## config.mk

```make
export PLATFORM = sky130hd
export DESIGN_NAME = cci_mpf_shim_vtp_pt_fim_port
export DESIGN_NICKNAME = d
export VERILOG_FILES = /design/src/rtl/cci_mpf_shim_vtp_pt_fim_port.sv
export SDC_FILE = /design/constraint.sdc
export NUM_CORES = 1
export LEC_CHECK = 0
export CAP_MARGIN = 20
export CORE_AREA = 2 2 720 722
export DETAILED_ROUTE_END_ITERATION = 6
export DIE_AREA = 0 0 722 724
export HOLD_SLACK_MARGIN = 0.1
export MAX_ROUTING_LAYER = met4
export PLACE_DENSITY = 0.3
export SYNTH_ARGS = -nofsm -noshare
export SYNTH_HDL_FRONTEND = slang
export SYNTH_SLANG_ARGS = --single-unit
```

## constraint.sdc

```tcl
create_clock -name clk -period 5.7 [get_ports clk]
set_clock_uncertainty 0.1 [all_clocks]
set_input_delay 1.425 -clock clk [delete_from_list [all_inputs] [get_ports clk]]
set_output_delay 1.425 -clock clk [all_outputs]
set_load 0.02 [all_outputs]
```

## src/rtl/cci_mpf_shim_vtp_pt_fim_port.sv

```systemverilog
// Page-table walker port onto a shared memory interface: one outstanding
// tagged line read, and a credit-limited stream of tagged message writes.
module cci_mpf_shim_vtp_pt_fim_port #(
    parameter int          MAX_WRITES = 4,
    parameter logic [15:0] RD_TAG     = 16'hF0A0,
    parameter logic [15:0] WR_TAG     = 16'hF0A1
) (
    input  logic         clk,
    input  logic         reset_n,

    input  logic         readEn,
    input  logic [41:0]  readAddr,
    output logic         readRdy,
    output logic         readDataEn,
    output logic [511:0] readData,

    input  logic         writeEn,
    input  logic [41:0]  writeAddr,
    input  logic [63:0]  writeData,
    output logic         writeRdy,

    output logic         rdReqValid,
    output logic [41:0]  rdReqAddr,
    output logic [15:0]  rdReqTag,
    input  logic         rdReqAlmFull,

    input  logic         rdRspValid,
    input  logic [15:0]  rdRspTag,
    input  logic [511:0] rdRspData,

    output logic         wrReqValid,
    output logic [41:0]  wrReqAddr,
    output logic [15:0]  wrReqTag,
    output logic [511:0] wrReqData,
    input  logic         wrReqAlmFull,

    input  logic         wrRspValid,
    input  logic [15:0]  wrRspTag,

    output logic         errUnexpected
);

    localparam logic [1:0] IDLE  = 2'd0;
    localparam logic [1:0] ISSUE = 2'd1;
    localparam logic [1:0] WAIT  = 2'd2;

    logic [1:0] readState;
    logic [1:0] readStateNext;
    logic [3:0] wrCnt;
    logic [3:0] wrCntNext;
    logic       readyEn;
    logic       readAccept;
    logic       writeAccept;
    logic       rdRspMine;
    logic       wrAckMine;
    logic       rdRspErr;
    logic       wrAckErr;

    assign rdReqTag = RD_TAG;
    assign wrReqTag = WR_TAG;

    // Ready stays low for the first cycle out of reset via readyEn.
    // readDataEn also blocks readRdy so the walker sees its data before
    // it may start another read.
    assign readRdy     = readyEn && (readState == IDLE) && !readDataEn && !rdReqAlmFull;
    assign writeRdy    = readyEn && (wrCnt < 4'(MAX_WRITES)) && !wrReqAlmFull && !wrReqValid;
    assign readAccept  = readEn && readRdy;
    assign writeAccept = writeEn && writeRdy;

    // Responses on the shared channels are only ours when the tag matches.
    assign rdRspMine = rdRspValid && (rdRspTag == RD_TAG);
    assign wrAckMine = wrRspValid && (wrRspTag == WR_TAG);
    assign rdRspErr  = rdRspMine && (readState != WAIT);
    assign wrAckErr  = wrAckMine && (wrCnt == 4'd0);

    // Read FSM next-state
    always_comb begin
        readStateNext = readState;
        case (readState)
            IDLE: begin
                if (readAccept) readStateNext = ISSUE;
                else            readStateNext = IDLE;
            end
            ISSUE: readStateNext = WAIT;
            WAIT: begin
                if (rdRspMine) readStateNext = IDLE;
                else           readStateNext = WAIT;
            end
            default: readStateNext = IDLE;
        endcase
    end

    // Outstanding-write count; an unmatched ack at zero never wraps
    always_comb begin
        wrCntNext = wrCnt;
        if (writeAccept && !wrAckMine) begin
            wrCntNext = wrCnt + 4'd1;
        end else if (!writeAccept && wrAckMine) begin
            wrCntNext = (wrCnt == 4'd0) ? 4'd0 : (wrCnt - 4'd1);
        end else if (writeAccept && wrAckMine && (wrCnt == 4'd0)) begin
            wrCntNext = 4'd1;
        end else begin
            wrCntNext = wrCnt;
        end
    end

    // Control state, counters and sticky error
    always_ff @(posedge clk or negedge reset_n) begin
        if (!reset_n) begin
            readState     <= IDLE;
            wrCnt         <= 4'd0;
            readyEn       <= 1'b0;
            errUnexpected <= 1'b0;
        end else begin
            readState     <= readStateNext;
            wrCnt         <= wrCntNext;
            readyEn       <= 1'b1;
            errUnexpected <= errUnexpected || rdRspErr || wrAckErr;
        end
    end

    // Read request and returned-line registers
    always_ff @(posedge clk or negedge reset_n) begin
        if (!reset_n) begin
            rdReqValid <= 1'b0;
            rdReqAddr  <= 42'd0;
            readDataEn <= 1'b0;
            readData   <= 512'd0;
        end else begin
            rdReqValid <= readAccept;
            if (readAccept) rdReqAddr <= readAddr;
            readDataEn <= rdRspMine && (readState == WAIT);
            if (rdRspMine && (readState == WAIT)) readData <= rdRspData;
        end
    end

    // Write request registers; the message occupies the low 64 bits of the line
    always_ff @(posedge clk or negedge reset_n) begin
        if (!reset_n) begin
            wrReqValid <= 1'b0;
            wrReqAddr  <= 42'd0;
            wrReqData  <= 512'd0;
        end else begin
            wrReqValid <= writeAccept;
            if (writeAccept) begin
                wrReqAddr <= writeAddr;
                wrReqData <= {448'd0, writeData};
            end
        end
    end

endmodule

```

# Word-level counts from Yosys, hierarchy flattened
# Index checks and enable logic that the tools add are counted.
dict set report classes {
  magnitude_cmp 1
  reduce_logical 28
  n_addsub 2
  muxes 7
  n_eq_ne 5
}
# operator n
set ops {}
lappend ops {{16-bit == test, second input constant} 2}
lappend ops {{1-bit logical AND} 17}
lappend ops {{4-bit 2-to-1 mux} 4}
lappend ops {{1-bit zero test} 6}
lappend ops {{2-bit one-hot mux with 3 select lines} 1}
lappend ops {{4-bit by 1-bit adder with 4-bit output, second input constant} 1}
lappend ops {{4-bit zero test} 1}
lappend ops {{4-bit by 3-bit less-than comparator with 1-bit output, second input constant} 1}
lappend ops {{4-bit by 1-bit subtractor with 4-bit output, second input constant} 1}
lappend ops {{3-bit nonzero test} 1}
lappend ops {{2-bit by 1-bit == test with 1-bit output, second input constant} 1}
lappend ops {{2-bit == test, second input constant} 1}
lappend ops {{2-bit zero test} 1}
lappend ops {{1-bit logical OR} 2}
lappend ops {{2-bit 2-to-1 mux} 1}
lappend ops {{2-bit inequality test, second input constant} 1}
lappend ops {{1-bit 2-to-1 mux} 1}
dict set report word_totals {
  register_bits 671
  wordCells 54
  input_bits 700
  output_inout_bits 1146
}

# Longest topological paths before layout
# Gate-level depths: netlist of the first run.
dict set report logic_depth {
  depth_word 10
  mapped_depth 11
  ltp_nobuf 9
}

# Worst setup path after synthesis of the first run
# No wires, ideal clock.
dict set report synth_path {
  path_kind {input -> register}
  start {input port wrReqAlmFull}
  end {register wrCnt[2]}
  t_arrival_ps 3221
  cell_stages 11
  path_buffers 2
  t_required_ps 5474
  setup_ps 126
  slack_ps 2253
  cell_sequence {nor4_1 and2_1 nand2_1 buf_2 inv_1 ha_1 buf_1 nor2b_1 a32o_1 a21oi_1 a21oi_1}
}
dict set report synth_between {
  elab_chain_cells 8
  elab_cells_between_ends 12
  cone_classes {mux (2); reduce/logical (10)}
}
# item line_no
set synth_rtl {}
lappend synth_rtl {{from (decl)} 35} ;# input logic wrReqAlmFull,
lappend synth_rtl {{1-bit zero test (*)} 66} ;# assign writeRdy = readyEn && (wrCnt < 4'(MAX_WRITES)) && !wrReqAlmFull && !wrReqValid;
lappend synth_rtl {{1-bit logical AND (*) (2 in series)} 66}
lappend synth_rtl {{named net writeRdy} 20} ;# output logic writeRdy,
lappend synth_rtl {{1-bit logical AND (*)} 68} ;# assign writeAccept = writeEn && writeRdy;
lappend synth_rtl {{named net writeAccept} 53} ;# logic writeAccept;
lappend synth_rtl {{1-bit zero test} 98} ;# end else if (!writeAccept && wrAckMine) begin
lappend synth_rtl {{1-bit logical AND} 98}
lappend synth_rtl {{4-bit 2-to-1 mux} 98}
lappend synth_rtl {{4-bit 2-to-1 mux} 96} ;# if (writeAccept && !wrAckMine) begin
lappend synth_rtl {{to (signal assigned)} 116} ;# wrCnt <= wrCntNext;
lappend synth_rtl {{to (decl)} 49} ;# logic [3:0] wrCnt;
# The timed path passes the listed nets; every way through them passes the cells marked *.
# A chain may end at the register's enable or synchronous reset.

# Worst setup path in the final report of the first run
dict set report layout_path {
  start {input port rdReqAlmFull}
  end {output port readRdy}
}
dict set report layout_between {
  elab_chain_cells 2
}
# item line_no
set layout_rtl {}
lappend layout_rtl {{from (decl)} 25} ;# input logic rdReqAlmFull,
lappend layout_rtl {{1-bit zero test} 65} ;# assign readRdy = readyEn && (readState == IDLE) && !readDataEn && !rdReqAlmFull;
lappend layout_rtl {{1-bit logical AND} 65}
lappend layout_rtl {{to (decl)} 13} ;# output logic readRdy,
# No other way between the ends.

==> out/metrics.cfg, run 1 <==
[finish]
final_common_cell=clkdlybuf4s50_1
area_growth_pct=80.69
fin_cells=10360
final_nets=4092
layout_common_cells=clkdlybuf4s50_1 (1363), dfrtp_1 (671), conb_1 (481)
drive_gt1_share_pct=11.42
utilization_pct=10.24

[global_route]
grt_antenna_before_repair=218
track_usage_pct=9.000
grt_pass1_wl_mm=284.5
grt_max_degree=118
gr-total-overflow=0
grt_pass1_vias=21240

[floorplanning]
fp.dieH_um=724
ios=1846
die_area_um2=522700
start_util_pct=5.665
core_area_um2=515300
fp.dieW_um=722
rows=264

[placed_design]
detailed_place_hpwl_mm=209.7
gp_congestion=0.7861
dpl_worst_slack_ns=0.4039
dp_cells=10060
port-buffer-count=1365

[worst_setup_path]
r2r_slack_ns=2.84
cp.required_ns=4.18
rr_worst_depth=6
cp_common_cell=clkdlybuf4s50_1
crit_path_start=rdReqAlmFull
slowest_stage=clkdlybuf4s50_1
rr_startpoint=readState[0]$_DFF_PN0_
critPathTopFamily=buffers and inverters
worst-setup-path-type=input pin to primary output
crit_path_cell_trace=clkdlybuf4s50_1 -> nor4_2 -> buf_4 -> and2_1 -> clkdlybuf4s50_1
critPathCaptureType=primary output
cp_num_buf_inv=3
cp.arrival_ns=3.49
worstReg2RegEnd=readData[39]$_DFFE_PN0P_
cp-start-kind=input pin
cpPeakStageDelay_ns=0.66
cp_max_fo=2

[min_path]
hold_depth=1
min_from=readData[277]$_DFFE_PN0P_
min_path_type=flip-flop to flip-flop
min_to=readData[277]$_DFFE_PN0P_

[timing]
whs_ns=0.3792
setup_viol=0
min_period_over_period_pct=87.92
rsz0062_at_grt=false
hold_violations=0
period_minus_slack_ns=5.011
clock.fmax_mhz=199.6
fin_tns_setup_ns=0
drv_slew=0
fin_ws_ns=0.6888
slew_headroom_pct=35.23
worst_pin_slew_ns=0.9686

[route]
ant_nets=0
drt-initial-drc-count=595
vias=20540
wl_per_cell_um=23.11
routed_wl_mm=239.4
firstDrtPassIters=7
drc=0
avgViaCountPerCell=1.983

[pwr]
powerDensity_nw_per_um2=267.7
power.leakage_nw=21.93
ir_drop_mv=0.2236

[logic_synthesis]
async_reset_ff_share_pct=100.0
synth-compound-area-share_pct=0.3386
synth-xor-area-share_pct=0
synth_cells=1953
synth_edf_count=0
ys_seq_area_share_pct=57.52
synth_area_leaders=dfrtp_1 (58%), mux2_1 (18%), buf_4 (12%)
yosys.area.top_type_share_pct=57.52
synth.avg_cell_area_um2=14.95
synth_area_leader_cell=dfrtp_1
synth_adder_area_share_pct=0.2572
mappedNetlistArea_um2=29190
synthMuxAreaShare_pct=25.49
yosys.area_share.simple_pct=0.8615
ys_types=43
synth_top_family_by_area=multiplexers
ys.flop_type=dfrtp_1
ys_ff_latch=671
ys_warn_count=0

[clock_tree]
cts.sinks=671
cts_tree=done
cts_made_buffers=104
postCtsHoldBufs=0
clockBufferDepth=4
clk_pin_slew_ns=0.05
post_cts_buffers=0
htreeDepth=3
clock-root-buffer=clkbuf_16
post_cts_resized=0
clock_latency_ns=0.83

[run]
maxCapViolations=0

[status]
status=complete, no violations

==> where the power goes <==
part	switching [mW]	internal, mW	leakage, nW	total [mW]
registers	0.193	5.01	9.12	5.20
logic	1.23	1.01	11.1	2.24
clock network	2.73	3.95	1.67	6.68
total	4.15	9.97	21.9	14.1
==> cells in the mapped netlist, types with 2 or more instances <==
cell and number:
and2_1 2, nand4_1 2, buf_6 8, conb_1 2, buf_8 40, dfrtp_1 671, a21oi_1 3, buf_12 4
buf_2 13, ha_1 6, mux2_2 191, clkbuf_1 2, nor4_1 3, nor2_1 4, nand3_1 3, nand2_1 5
nor2b_1 3, buf_4 485, or3_1 3, o21ai_0 2, nor4b_1 2, inv_1 10, mux2_1 469
==> routing by layer <==
layer	part of all wire [%]	up-vias	GRT usage (%)	routed length (µm)
met5	0	-	-	0
met4	2.6	0	2.349	6137
met3	14	257	5.727	34480
met2	49	1154	14.94	117000
met1	34	10340	8.712	81750
li1	-	8790	-	-
==> worst max path at each step <==
| stage | endpoint | slack, ns | cells past startpoint |
|---|---|---|---|
| after floorplan | wrCnt[2]$_DFFE_PN0P_ | 2.25 | 11 |
| after global placement | readRdy | 0.41 | 5 |
| after detailed placement | readRdy | 0.40 | 5 |
| after CTS | readRdy | 0.40 | 5 |
| after global routing | readRdy | 0.46 | 5 |
| final | readRdy | 0.69 | 5 |
==> kinds of logic (layout without fill, tap and decap cells) <==
logic type               after synthesis  in the layout
AO/OA/AOI/OAI                         14             14
adder cells (fa/ha/maj)                6              6
buffers and inverters                563           1590
flip-flops                           671            671
multiplexers                         661            661
other                                  2            596
AND/OR/NAND/NOR                       36             36
==> state kept, by name, summed over array words and instances (netlist names), 2 cells and up <==
name       flops
rdReqAddr     42
wrReqAddr     42
readState      2
wrReqData     64
wrCnt          4
readData     512
==> per-stage QoR <==
step	total power, mW	cell area, µm²
2_1_floorplan	6.289	30990
3_3_place_gp	7.568	49050
3_5_place_dp	7.565	49050
4_1_cts	14.61	52460
5_1_grt	14.83	52730
6_report	14.12	52750
==> layout make-up <==
cell class / instances / area [µm²]
sequential: 671 / 16790
clock buffer: 142 / 2895
clock inverter: 37 / 510.5
timing repair buffer: 1401 / 14050
antenna: 115 / 287.8
inverter: 10 / 37.54
fill: 58970 / 462500
multi-input combinational: 1198 / 9689
tap: 6783 / 8487
Power figures use the tool's default switching activity.
==> run 2, diff against run 1 <==
--- a/config.mk
+++ b/config.mk
@@ -9,7 +9,7 @@
 export CORE_AREA = 2 2 720 722
 export DETAILED_ROUTE_END_ITERATION = 6
 export DIE_AREA = 0 0 722 724
-export HOLD_SLACK_MARGIN = 0.1
+export HOLD_SLACK_MARGIN = 0.02
 export MAX_ROUTING_LAYER = met4
 export PLACE_DENSITY = 0.3
 export SYNTH_ARGS = -nofsm -noshare
==> results of run 2 <==
No change in the layout: final DEF, timing and power equal those of run 1.
==> run 3, diff against run 2 <==
--- a/config.mk
+++ b/config.mk
@@ -12,6 +12,7 @@
 export HOLD_SLACK_MARGIN = 0.02
 export MAX_ROUTING_LAYER = met4
 export PLACE_DENSITY = 0.3
+export SETUP_SLACK_MARGIN = 0.4
 export SYNTH_ARGS = -nofsm -noshare
 export SYNTH_HDL_FRONTEND = slang
 export SYNTH_SLANG_ARGS = --single-unit
==> results of run 3 <==
No change in the layout: final DEF, timing and power equal those of run 1.
